==> config.mk <==
export PLATFORM = sky130hd
export DESIGN_NAME = branch_ctrl_flat
export DESIGN_NICKNAME = d
export VERILOG_FILES = /design/src/rtl/branch_ctrl_pkg.sv /design/src/rtl/branch_ctrl_if.sv /design/src/rtl/branch_ctrl_brunit.sv /design/src/rtl/branch_ctrl.sv /design/src/flat_wrapper.sv
export SDC_FILE = /design/constraint.sdc
export NUM_CORES = 1
export LEC_CHECK = 0
export BUFFER_PORTS_ARGS = -buffer_cell sky130_fd_sc_hd__buf_4
export CORE_MARGIN = 5
export CORE_UTILIZATION = 55
export DETAILED_ROUTE_END_ITERATION = 16
export PLACE_DENSITY_LB_ADDON = 0.12
export SETUP_SLACK_MARGIN = 0.15
export SLEW_MARGIN = 10
export SYNTH_ARGS = -nofsm -noshare
export SYNTH_HDL_FRONTEND = slang
export SYNTH_SLANG_ARGS = --single-unit
==> constraint.sdc <==
create_clock -name clk -period 8.6 [get_ports clk]
set_clock_uncertainty 0.2 [all_clocks]
set_input_delay 0.86 -clock clk [delete_from_list [all_inputs] [get_ports clk]]
set_output_delay 0.86 -clock clk [all_outputs]
set_load 0.05 [all_outputs]
==> src/rtl/branch_ctrl_pkg.sv <==
// Shared types and constants for the EX-stage branch controller.
// Holds XLEN and its machine-word type, the controller state type and the B-type condition codes.
package branch_ctrl_pkg;
   localparam int XLEN = 64;
   typedef logic [XLEN-1:0] uintx_t;

   typedef enum logic {BC_IDLE, BC_WAIT} br_state_t;

   localparam logic [2:0] FUNCT3_BEQ  = 3'b000;
   localparam logic [2:0] FUNCT3_BNE  = 3'b001;
   localparam logic [2:0] FUNCT3_BLT  = 3'b100;
   localparam logic [2:0] FUNCT3_BGE  = 3'b101;
   localparam logic [2:0] FUNCT3_BLTU = 3'b110;
   localparam logic [2:0] FUNCT3_BGEU = 3'b111;
endpackage

==> src/rtl/branch_ctrl_if.sv <==
// EX-instruction bundle plus the redirect handshake toward fetch.
interface branch_ctrl_if;
   import branch_ctrl_pkg::*;

   logic       ex_valid;
   logic       ex_is_br;
   logic       ex_is_jal;
   logic       ex_is_jalr;
   logic [2:0] ex_funct3;
   uintx_t     ex_pc;
   uintx_t     ex_op1;
   uintx_t     ex_op2;
   uintx_t     ex_imm;

   // A redirect transfers on every cycle where redirect_valid && redirect_ready.
   // Once raised, redirect_valid and redirect_pc stay stable until that transfer.
   logic       redirect_valid;
   logic       redirect_ready;
   uintx_t     redirect_pc;

   modport master (
      output ex_valid, ex_is_br, ex_is_jal, ex_is_jalr, ex_funct3,
             ex_pc, ex_op1, ex_op2, ex_imm, redirect_ready,
      input  redirect_valid, redirect_pc
   );

   modport slave (
      input  ex_valid, ex_is_br, ex_is_jal, ex_is_jalr, ex_funct3,
             ex_pc, ex_op1, ex_op2, ex_imm, redirect_ready,
      output redirect_valid, redirect_pc
   );
endinterface

==> src/rtl/branch_ctrl_brunit.sv <==
// Conditional-branch comparator: decides whether a B-type instruction is taken.
module branch_ctrl_brunit
   import branch_ctrl_pkg::*;
(
   input  logic [2:0] funct3,
   input  uintx_t     op1,
   input  uintx_t     op2,
   output logic       take
);
   always_comb begin
      take = 1'b0;
      case (funct3)
         FUNCT3_BEQ:  take = (op1 == op2);
         FUNCT3_BNE:  take = (op1 != op2);
         FUNCT3_BLT:  take = ($signed(op1) <  $signed(op2));
         FUNCT3_BGE:  take = ($signed(op1) >= $signed(op2));
         FUNCT3_BLTU: take = (op1 <  op2);
         FUNCT3_BGEU: take = (op1 >= op2);
         default:     take = 1'b0;
      endcase
   end
endmodule

==> src/rtl/branch_ctrl.sv <==
// EX-stage control-transfer sequencer: evaluates branches/jumps, issues a registered
// redirect to fetch, flushes IF/ID, stalls EX until accepted, and flags misaligned targets.
module branch_ctrl
   import branch_ctrl_pkg::*;
#(
   parameter int IALIGN = 32,
   parameter int CNT_W  = 32
) (
   input  logic             clk,
   input  logic             rst,
   branch_ctrl_if.slave     bus,
   input  logic             trap_flush,
   output logic             flush_front,
   output logic             ex_stall,
   output logic             exc_misalign,
   output uintx_t           exc_tval,
   output logic [CNT_W-1:0] br_count,
   output logic [CNT_W-1:0] br_taken_count,
   output br_state_t        dbg_state
);
   br_state_t        state_q, state_d;
   logic             rv_q, rv_d;
   uintx_t           rpc_q, rpc_d;
   logic             flush_q, flush_d;
   logic             exc_q, exc_d;
   uintx_t           tval_q, tval_d;
   logic [CNT_W-1:0] brc_q, brc_d;
   logic [CNT_W-1:0] tkc_q, tkc_d;

   logic   take;
   logic   xfer;
   logic   misaligned;
   uintx_t target;

   branch_ctrl_brunit u_brunit (
      .funct3 (bus.ex_funct3),
      .op1    (bus.ex_op1),
      .op2    (bus.ex_op2),
      .take   (take)
   );

   always_comb begin
      if (bus.ex_is_jalr) target = (bus.ex_op1 + bus.ex_imm) & ~uintx_t'(1);
      else                target = bus.ex_pc + bus.ex_imm;
      // With 16-bit alignment bit 0 is ignored, so no target can be misaligned.
      misaligned = (IALIGN == 32) ? (target[1:0] != 2'b00) : 1'b0;
      xfer = bus.ex_valid & ((bus.ex_is_br & take) | bus.ex_is_jal | bus.ex_is_jalr);
   end

   always_ff @(posedge clk or posedge rst) begin
      if (rst) begin
         state_q <= BC_IDLE;
         rv_q    <= 1'b0;
         rpc_q   <= '0;
         flush_q <= 1'b0;
         exc_q   <= 1'b0;
         tval_q  <= '0;
         brc_q   <= '0;
         tkc_q   <= '0;
      end else begin
         state_q <= state_d;
         rv_q    <= rv_d;
         rpc_q   <= rpc_d;
         flush_q <= flush_d;
         exc_q   <= exc_d;
         tval_q  <= tval_d;
         brc_q   <= brc_d;
         tkc_q   <= tkc_d;
      end
   end

   always_comb begin
      state_d = state_q;
      case (state_q)
         BC_IDLE: if (!trap_flush && xfer && !misaligned) state_d = BC_WAIT;
         BC_WAIT: if (trap_flush || (rv_q && bus.redirect_ready)) state_d = BC_IDLE;
         default: state_d = BC_IDLE;
      endcase
   end

   // Datapath registers; trap_flush suppresses evaluation and counting entirely.
   always_comb begin
      rv_d    = rv_q;
      rpc_d   = rpc_q;
      flush_d = 1'b0;
      exc_d   = 1'b0;
      tval_d  = tval_q;
      brc_d   = brc_q;
      tkc_d   = tkc_q;
      if (trap_flush) begin
         rv_d = 1'b0;
      end else if (state_q == BC_WAIT) begin
         if (rv_q && bus.redirect_ready) rv_d = 1'b0;
      end else begin
         if (bus.ex_valid && bus.ex_is_br) begin
            brc_d = brc_q + CNT_W'(1);
            if (take) tkc_d = tkc_q + CNT_W'(1);
         end
         if (xfer && misaligned) begin
            exc_d  = 1'b1;
            tval_d = target;
         end else if (xfer) begin
            rv_d    = 1'b1;
            rpc_d   = target;
            flush_d = 1'b1;
         end
      end
   end

   always_comb begin
      ex_stall           = (state_q == BC_WAIT);
      dbg_state          = state_q;
      bus.redirect_valid = rv_q;
      bus.redirect_pc    = rpc_q;
      flush_front        = flush_q;
      exc_misalign       = exc_q;
      exc_tval           = tval_q;
      br_count           = brc_q;
      br_taken_count     = tkc_q;
   end
endmodule

==> src/flat_wrapper.sv <==
// flat-port wrapper written by rule: the top's interface ports become plain ports
module branch_ctrl_flat import branch_ctrl_pkg::*;
#(
   parameter int IALIGN = 32,
   parameter int CNT_W  = 32
)
  (clk, rst, trap_flush, flush_front, ex_stall, exc_misalign, exc_tval, br_count, br_taken_count, dbg_state, bus_ex_valid, bus_ex_is_br, bus_ex_is_jal, bus_ex_is_jalr, bus_ex_funct3, bus_ex_pc, bus_ex_op1, bus_ex_op2, bus_ex_imm, bus_redirect_ready, bus_redirect_valid, bus_redirect_pc);
  branch_ctrl_if bus_i ();
  input  logic clk;
  input  logic rst;
  input  logic trap_flush;
  output logic flush_front;
  output logic ex_stall;
  output logic exc_misalign;
  output uintx_t exc_tval;
  output logic [CNT_W-1:0] br_count;
  output logic [CNT_W-1:0] br_taken_count;
  output br_state_t dbg_state;
  input wire logic [$bits(bus_i.ex_valid)-1:0] bus_ex_valid;
  input wire logic [$bits(bus_i.ex_is_br)-1:0] bus_ex_is_br;
  input wire logic [$bits(bus_i.ex_is_jal)-1:0] bus_ex_is_jal;
  input wire logic [$bits(bus_i.ex_is_jalr)-1:0] bus_ex_is_jalr;
  input wire logic [$bits(bus_i.ex_funct3)-1:0] bus_ex_funct3;
  input wire logic [$bits(bus_i.ex_pc)-1:0] bus_ex_pc;
  input wire logic [$bits(bus_i.ex_op1)-1:0] bus_ex_op1;
  input wire logic [$bits(bus_i.ex_op2)-1:0] bus_ex_op2;
  input wire logic [$bits(bus_i.ex_imm)-1:0] bus_ex_imm;
  input wire logic [$bits(bus_i.redirect_ready)-1:0] bus_redirect_ready;
  output wire logic [$bits(bus_i.redirect_valid)-1:0] bus_redirect_valid;
  output wire logic [$bits(bus_i.redirect_pc)-1:0] bus_redirect_pc;
  assign bus_i.ex_valid = bus_ex_valid;
  assign bus_i.ex_is_br = bus_ex_is_br;
  assign bus_i.ex_is_jal = bus_ex_is_jal;
  assign bus_i.ex_is_jalr = bus_ex_is_jalr;
  assign bus_i.ex_funct3 = bus_ex_funct3;
  assign bus_i.ex_pc = bus_ex_pc;
  assign bus_i.ex_op1 = bus_ex_op1;
  assign bus_i.ex_op2 = bus_ex_op2;
  assign bus_i.ex_imm = bus_ex_imm;
  assign bus_i.redirect_ready = bus_redirect_ready;
  assign bus_redirect_valid = bus_i.redirect_valid;
  assign bus_redirect_pc = bus_i.redirect_pc;
  branch_ctrl #(.IALIGN(IALIGN), .CNT_W(CNT_W)) u_core (.clk(clk), .rst(rst), .bus(bus_i), .trap_flush(trap_flush), .flush_front(flush_front), .ex_stall(ex_stall), .exc_misalign(exc_misalign), .exc_tval(exc_tval), .br_count(br_count), .br_taken_count(br_taken_count), .dbg_state(dbg_state));
endmodule
======== After elaboration in Yosys (flattened, before gate mapping) ========
Index checks and enable logic that the tools add are counted.
operators by class
  mux-type cells .......................... 17
  $add $sub $neg .......................... 4
  eq/ne operators ......................... 9
  magnitude comparators ................... 4
  reductions and logical operators ........ 16
  bitwise operators ....................... 7
operator list
  kind                                                                     count
  64-bit adder                                                             2
  64-bit greater-or-equal comparator                                       2
  64-bit less-than comparator                                              2
  32-bit by 1-bit adder with 32-bit output, second input constant          2
  64-bit equality test                                                     1
  64-bit 2-to-1 mux                                                        1
  64-bit inequality test                                                   1
  1-bit 2-to-1 mux                                                         14
  3-bit equality test, second input constant                               4
  3-bit AND reduction                                                      3
  4-bit AND reduction                                                      2
  1-bit case mux with 6 select lines                                       1
  1-bit logical AND                                                        5
  3-bit by 1-bit equality test with 1-bit output, second input constant    1
  3-bit logical NOT                                                        1
  3-bit by 2-bit inequality test with 1-bit output, second input constant  1
  3-bit inequality test, second input constant                             1
  1-bit NOT                                                                3
  3-bit nonzero test                                                       1
  1-bit AND                                                                2
  1-bit logical NOT                                                        2
  1-bit bitwise OR                                                         2
  1-bit case mux with 2 select lines                                       1
  2-bit nonzero test                                                       1
  1-bit logical OR                                                         1
word-level totals
  input bits .............................. 267
  register bits after elaboration ......... 196
  logic and storage cells ................. 65
  output and inout port bits .............. 197

======== Longest topological paths before layout ========
  depth after elaboration ................. 10
  depth in mapped cells ................... 18
  mapped depth without buffers ............ 15

======== Modules after synthesis ========
Synthesis repeated with hierarchy kept, for this count alone.
second synthesis, totals
  cell total of the unflattened synthesis .. 2195
  area, all modules ....................... 17674.5 µm²
modules (own cells, without submodules)
  module              seq. area each (µm²)  area each (µm²)  cells each  instances
  branch_ctrl         4904.7                15895.2          1940        1
  branch_ctrl_brunit  0.0                   1779.2           255         1

======== Least setup slack after synthesis ========
OpenSTA, ideal clock, no wires.
  path kind ............................... input-to-reg
  start ................................... in bus_ex_imm[0]
  end ..................................... reg u_core.tval_q[56] (netlist: u_core.exc_tval[56])
  library setup time ...................... 127 ps
  buffers on the path ..................... 0
  data arrival time ....................... 3928 ps
  path slack .............................. 4344 ps
  required time ........................... 8273 ps
  cell stages on the path ................. 15
  cell sequence ........................... ha_1 inv_1 fa_1 nor2b_1 o21bai_1 a32o_1 o31ai_1 a21oi_1 nor4_1 nor2_1 o31ai_2 a41oi_1 xnor2_1 o21ai_1 mux2_1
on the way
  word-level cells in the longest chain between the ends .. 5
  elaborated cells between the ends (all ways) .. 6
  those cells by class .................... add/sub (2); mux (1); reduce/logical (3)
ends and longest elaborated chain
  item                             line                                  text
  start: declaration               flat_wrapper.sv:27                    input wire logic [$bits(bus_i.ex_imm)-1:0] bus_ex_imm;
  64-bit adder (on tied branches)  branch_ctrl.sv:44, branch_ctrl.sv:43
  64-bit 2-to-1 mux *              branch_ctrl.sv:43                     if (bus.ex_is_jalr) target = (bus.ex_op1 + bus.ex_imm) & ~uintx_t'(1);
  2-bit nonzero test               branch_ctrl.sv:46                     misaligned = (IALIGN == 32) ? (target[1:0] != 2'b00) : 1'b0;
  1-bit logical AND                branch_ctrl.sv:99                     if (xfer && misaligned) begin
  3-bit AND reduction (no line)    --
  end signal: assignment           branch_ctrl.sv:66                     tval_q <= tval_d;
  end: declaration                 branch_ctrl.sv:26                     uintx_t tval_q, tval_d;
Every way passes the cells marked *; elsewhere a longest branch is shown, timed or not.
A chain may end at the register's enable or synchronous reset.

======== Worst setup path after layout ========
  start ................................... in bus_ex_op1[63]
  end ..................................... reg u_core.rpc_q[8] (netlist: u_core.bus.redirect_pc[8])
on the way
  word-level cells in the longest chain between the ends .. 9
  elaborated cells between the ends (all ways) .. 14
  those cells by class .................... order compare (4); eq/ne (2); mux (1); bitwise (5); reduce/logical (2)
ends and longest elaborated chain
  item                                                              line                      text
  start: declaration                                                flat_wrapper.sv:25        input wire logic [$bits(bus_i.ex_op1)-1:0] bus_ex_op1;
  64-bit greater-or-equal comparator, or another cell as far along  branch_ctrl_brunit.sv:18  FUNCT3_BGEU: take = (op1 >= op2);
  1-bit case mux with 6 select lines *                              branch_ctrl_brunit.sv:12  case (funct3)
  1-bit AND *                                                       branch_ctrl.sv:47         xfer = bus.ex_valid & ((bus.ex_is_br & take) | bus.ex_is_jal | bus.ex_is_jalr);
  1-bit bitwise OR * (2 in series)                                  branch_ctrl.sv:47
  1-bit AND *                                                       branch_ctrl.sv:47
  1-bit logical AND                                                 branch_ctrl.sv:99
  1-bit NOT (no line)                                               --
  4-bit AND reduction (no line) *                                   --
  end signal: assignment                                            branch_ctrl.sv:63         rpc_q <= rpc_d;
  end: declaration                                                  branch_ctrl.sv:23         uintx_t rpc_q, rpc_d;
Marks and branches as above.

==> metrics.md <==
| Metric | Value |
|---|---|
| Total negative setup slack | `0 ps` |
| Final Max Slew Viols | `0` |
| Largest net degree at the start of global routing | `116` |
| Total CTS buffers | `17` |
| Final Hold Vio Count | `0` |
| H-tree Lvls | `4` |
| Sw frac | `50.0%` |
| Setup Buffers After CTS | `0` |
| Post-synth cell types | `91` |
| Hold-critical path depth | `1` |
| Clock root cell | `clkbuf_16` |
| FFs w/ async S/R, synth | `100%` |
| DIE AREA | `34800 um^2` |
| Reg2Reg Depth | `8` |
| GP Congestion | `1.01` |
| DRC Markers | `0` |
| P_sw | `2.54 mW` |
| Multi-input gate area | `11500 um^2` |
| DRT antenna net count | `0` |
| Clock power share | `16.8%` |
| Worst-Margin Slew | `1120 ps` |
| Port bufs | `463` |
| # resized after CTS | `0` |
| CP required | `8720 ps` |
| Worst skew pair latency | `450 ps` |
| CTS tree | `built` |
| Fin crit share | `75.3%` |
| # rows | `64` |
| Wire length per cell | `21.2 um` |
| EDFF count, synth | `0` |
| Final WL | `60500 um` |
| Most used flip-flop cell after synthesis | `dfrtp_1` |
| VDD IR max | `0.158 mV` |
| Worst slew margin | `25.0%` |
| # clock sinks | `196` |
| Die Wd | `187 um` |
| Number of I/O pins | `464` |
| Worst min path class | `reg -> reg` |
| Most frequent CP cell | `nand4_1` |
| Comb power frac | `54.7%` |
| Commonest non-fill, non-tap cell in the layout | `buf_4` |
| Vias in the first global route | `17200` |
| Sequential area share after synthesis | `28.6%` |
| Outcome | `finished, final reports clean` |
| Most frequent cells in the layout | `466 x buf_4, 226 x nand2_1, 196 x dfrtp_1` |
| Initial Util | `56.0%` |
| Crit-path max cell delay | `1030 ps` |
| Mean number of vias per cell | `6.05` |
| Core area | `30700 um^2` |
| Share of cells above drive strength 1 | `22.1%` |
| CP Cell Sequence | `buf_4 -> ha_1 -> nand4_1 -> nor4_4 -> nand4_1 -> nor4b_2 -> xnor2_1 -> nor2_1 -> o21ai_1 -> nor3_4 -> or2_1 -> nand2_2 -> clkinv_2 -> mux2_1` |
| CTS Hold Buffers Added | `0` |
| Syn_area_per_cell | `8.45 um^2` |
| Global-route wire length before repair | `93900 um` |
| DR iter-0 viols | `1567` |
| Critical path startpoint category | `input port` |
| CP max FO | `60` |
| Initial antenna violation count | `0` |
| Syn Nets | `2490` |
| MaxCap Viol Count | `0` |
| Clk buf depth | `2` |
| Kind of critical path | `in -> reg` |
| Pwr dens | `237 nW/um^2` |
| Register Area | `4900 um^2` |
| Tmin final | `6480 ps` |
| Post-synthesis cell area | `17200 um^2` |
| Slowest CP cell | `clkinv_2` |
| Via count | `17200` |
| Final Power | `5.09 mW` |
| Filler cell count | `2513` |
| Synth warnings | `0` |
| Drt pass-1 iters | `5` |
| Post-layout nets | `2903` |
| Clk slew on worst S/H paths | `80 ps` |
| Leakage power | `10.8 nW` |
| Layout area overhead | `25.1%` |
| Crit end category | `register` |
| FF+latch count, synth | `196` |
| Internal Power | `2.55 mW` |
| CP arrival | `6600 ps` |
| Flop pwr share | `28.5%` |
| Post-synthesis cell count | `2030` |
| Die Y | `187 um` |
| Number of diodes | `0` |
| Fmax | `0.154 GHz` |
| RSZ-0062 raised after global routing | `false` |
| Final setup vio count | `0` |
| Total GRT Usage | `33.1%` |
| Post-DP HPWL | `49700 um` |
| Grt ovf | `0` |
## metal layers
metal | track usage (%) | vias up | share of wire (%)
met5 | 0 | - | 0
met4 | 14.0 | 0 | 4.4
met3 | 5.98 | 156 | 7.6
met2 | 56.9 | 837 | 48
met1 | 40.8 | 8128 | 40
li1 | - | 8118 | -
## logic make-up after synthesis
logic type / count (synthesis) / share of synthesized area (%)
buffers and inverters: 186 / 4.46
adder cells (fa/ha/maj): 193 / 14.2
XOR/XNOR: 179 / 9.14
multiplexers: 78 / 5.05
AO/OA/AOI/OAI: 600 / 22.0
AND/OR/NAND/NOR: 598 / 16.6
flip-flops: 196 / 28.6
## critical path, delay by kind of cell
family	cells	cell delay [ps]
multiplexers	1	610
XOR/XNOR	1	160
buffers and inverters	2	1150
AND/OR/NAND/NOR	8	3150
AO/OA/AOI/OAI	1	200
adder cells (fa/ha/maj)	1	430
## final timing paths
path / start / to / slack [ps]
max: bus_ex_op1[63] / u_core.bus.redirect_pc[8] / 2120
min: u_core.br_count[31] / u_core.br_count[31] / 280
max reg2reg: u_core.dbg_state / u_core.bus.redirect_pc[8] / 4330
min reg2reg: u_core.br_count[31] / u_core.br_count[31] / 280
max in group asynchronous: rst / u_core.exc_tval[38] / 6230
min in group asynchronous: rst / u_core.br_count[25] / 350
## synthesized netlist by cell type, drive strengths merged, types with 9 or more instances
master	n	share of area (%)
nand4	45	1.6
nor2b	18	0.66
dfrtp	196	29
mux2i	9	0.52
a31oi	13	0.47
buf	19	0.77
and3	31	1.2
mux2	69	4.5
o31ai	14	0.72
nand2	227	5.0
nand3	49	1.4
xor2	75	3.8
o21bai	27	1.2
clkbuf	53	1.2
a211oi	14	0.69
a21oi	188	5.5
xnor2	104	5.3
nand2b	14	0.51
a21o	73	3.2
o21a	20	0.87
nor3	31	0.97
o21ai	168	4.9
ha	191	14
inv	113	2.5
o211ai	10	0.47
nor2	123	2.7
or2	9	0.33
and2	14	0.51
## power groups by stage
stage	clock, mW	combinational (mW)	sequential (mW)
6_report	0.855	2.79	1.45
5_1_grt	0.904	2.94	1.47
4_1_cts	0.859	2.78	1.44
3_5_place_dp	0	2.77	1.45
3_3_place_gp	0	2.73	1.45
2_1_floorplan	0	0.835	2.39
## area by class of cell
cell class	count	share of cell area, %
clock buffer	17	1.98
clock inverter	14	0.967
inverter	114	2.06
multi-input combinational	1648	53.6
sequential	196	22.8
tap	396	2.31
timing repair buffer	466	16.3
## flip-flops by register name, summed over array words and instances, names as in the netlist
name                       cells
u_core.br_count               32
u_core.br_taken_count         32
u_core.bus.redirect_pc        64
u_core.bus.redirect_valid      1
u_core.dbg_state               1
u_core.exc_misalign            1
u_core.exc_tval               64
u_core.flush_front             1
## stage by stage
stage / util, % / hold WS [ps] / area [um^2] / worst slack [ps] / cells
2_1_floorplan: - / 545 / 17200 / 2200 / 2030
3_3_place_gp: 68.0 / 262 / 20800 / 1860 / 2820
3_5_place_dp: 68.0 / 272 / 20800 / 1730 / 2820
4_1_cts: 70.0 / 287 / 21500 / 2200 / 2851
5_1_grt: 70.0 / 291 / 21500 / 1880 / 2851
6_report: 70.0 / 283 / 21500 / 2120 / 2851
(Power assumes the default switching activity.)
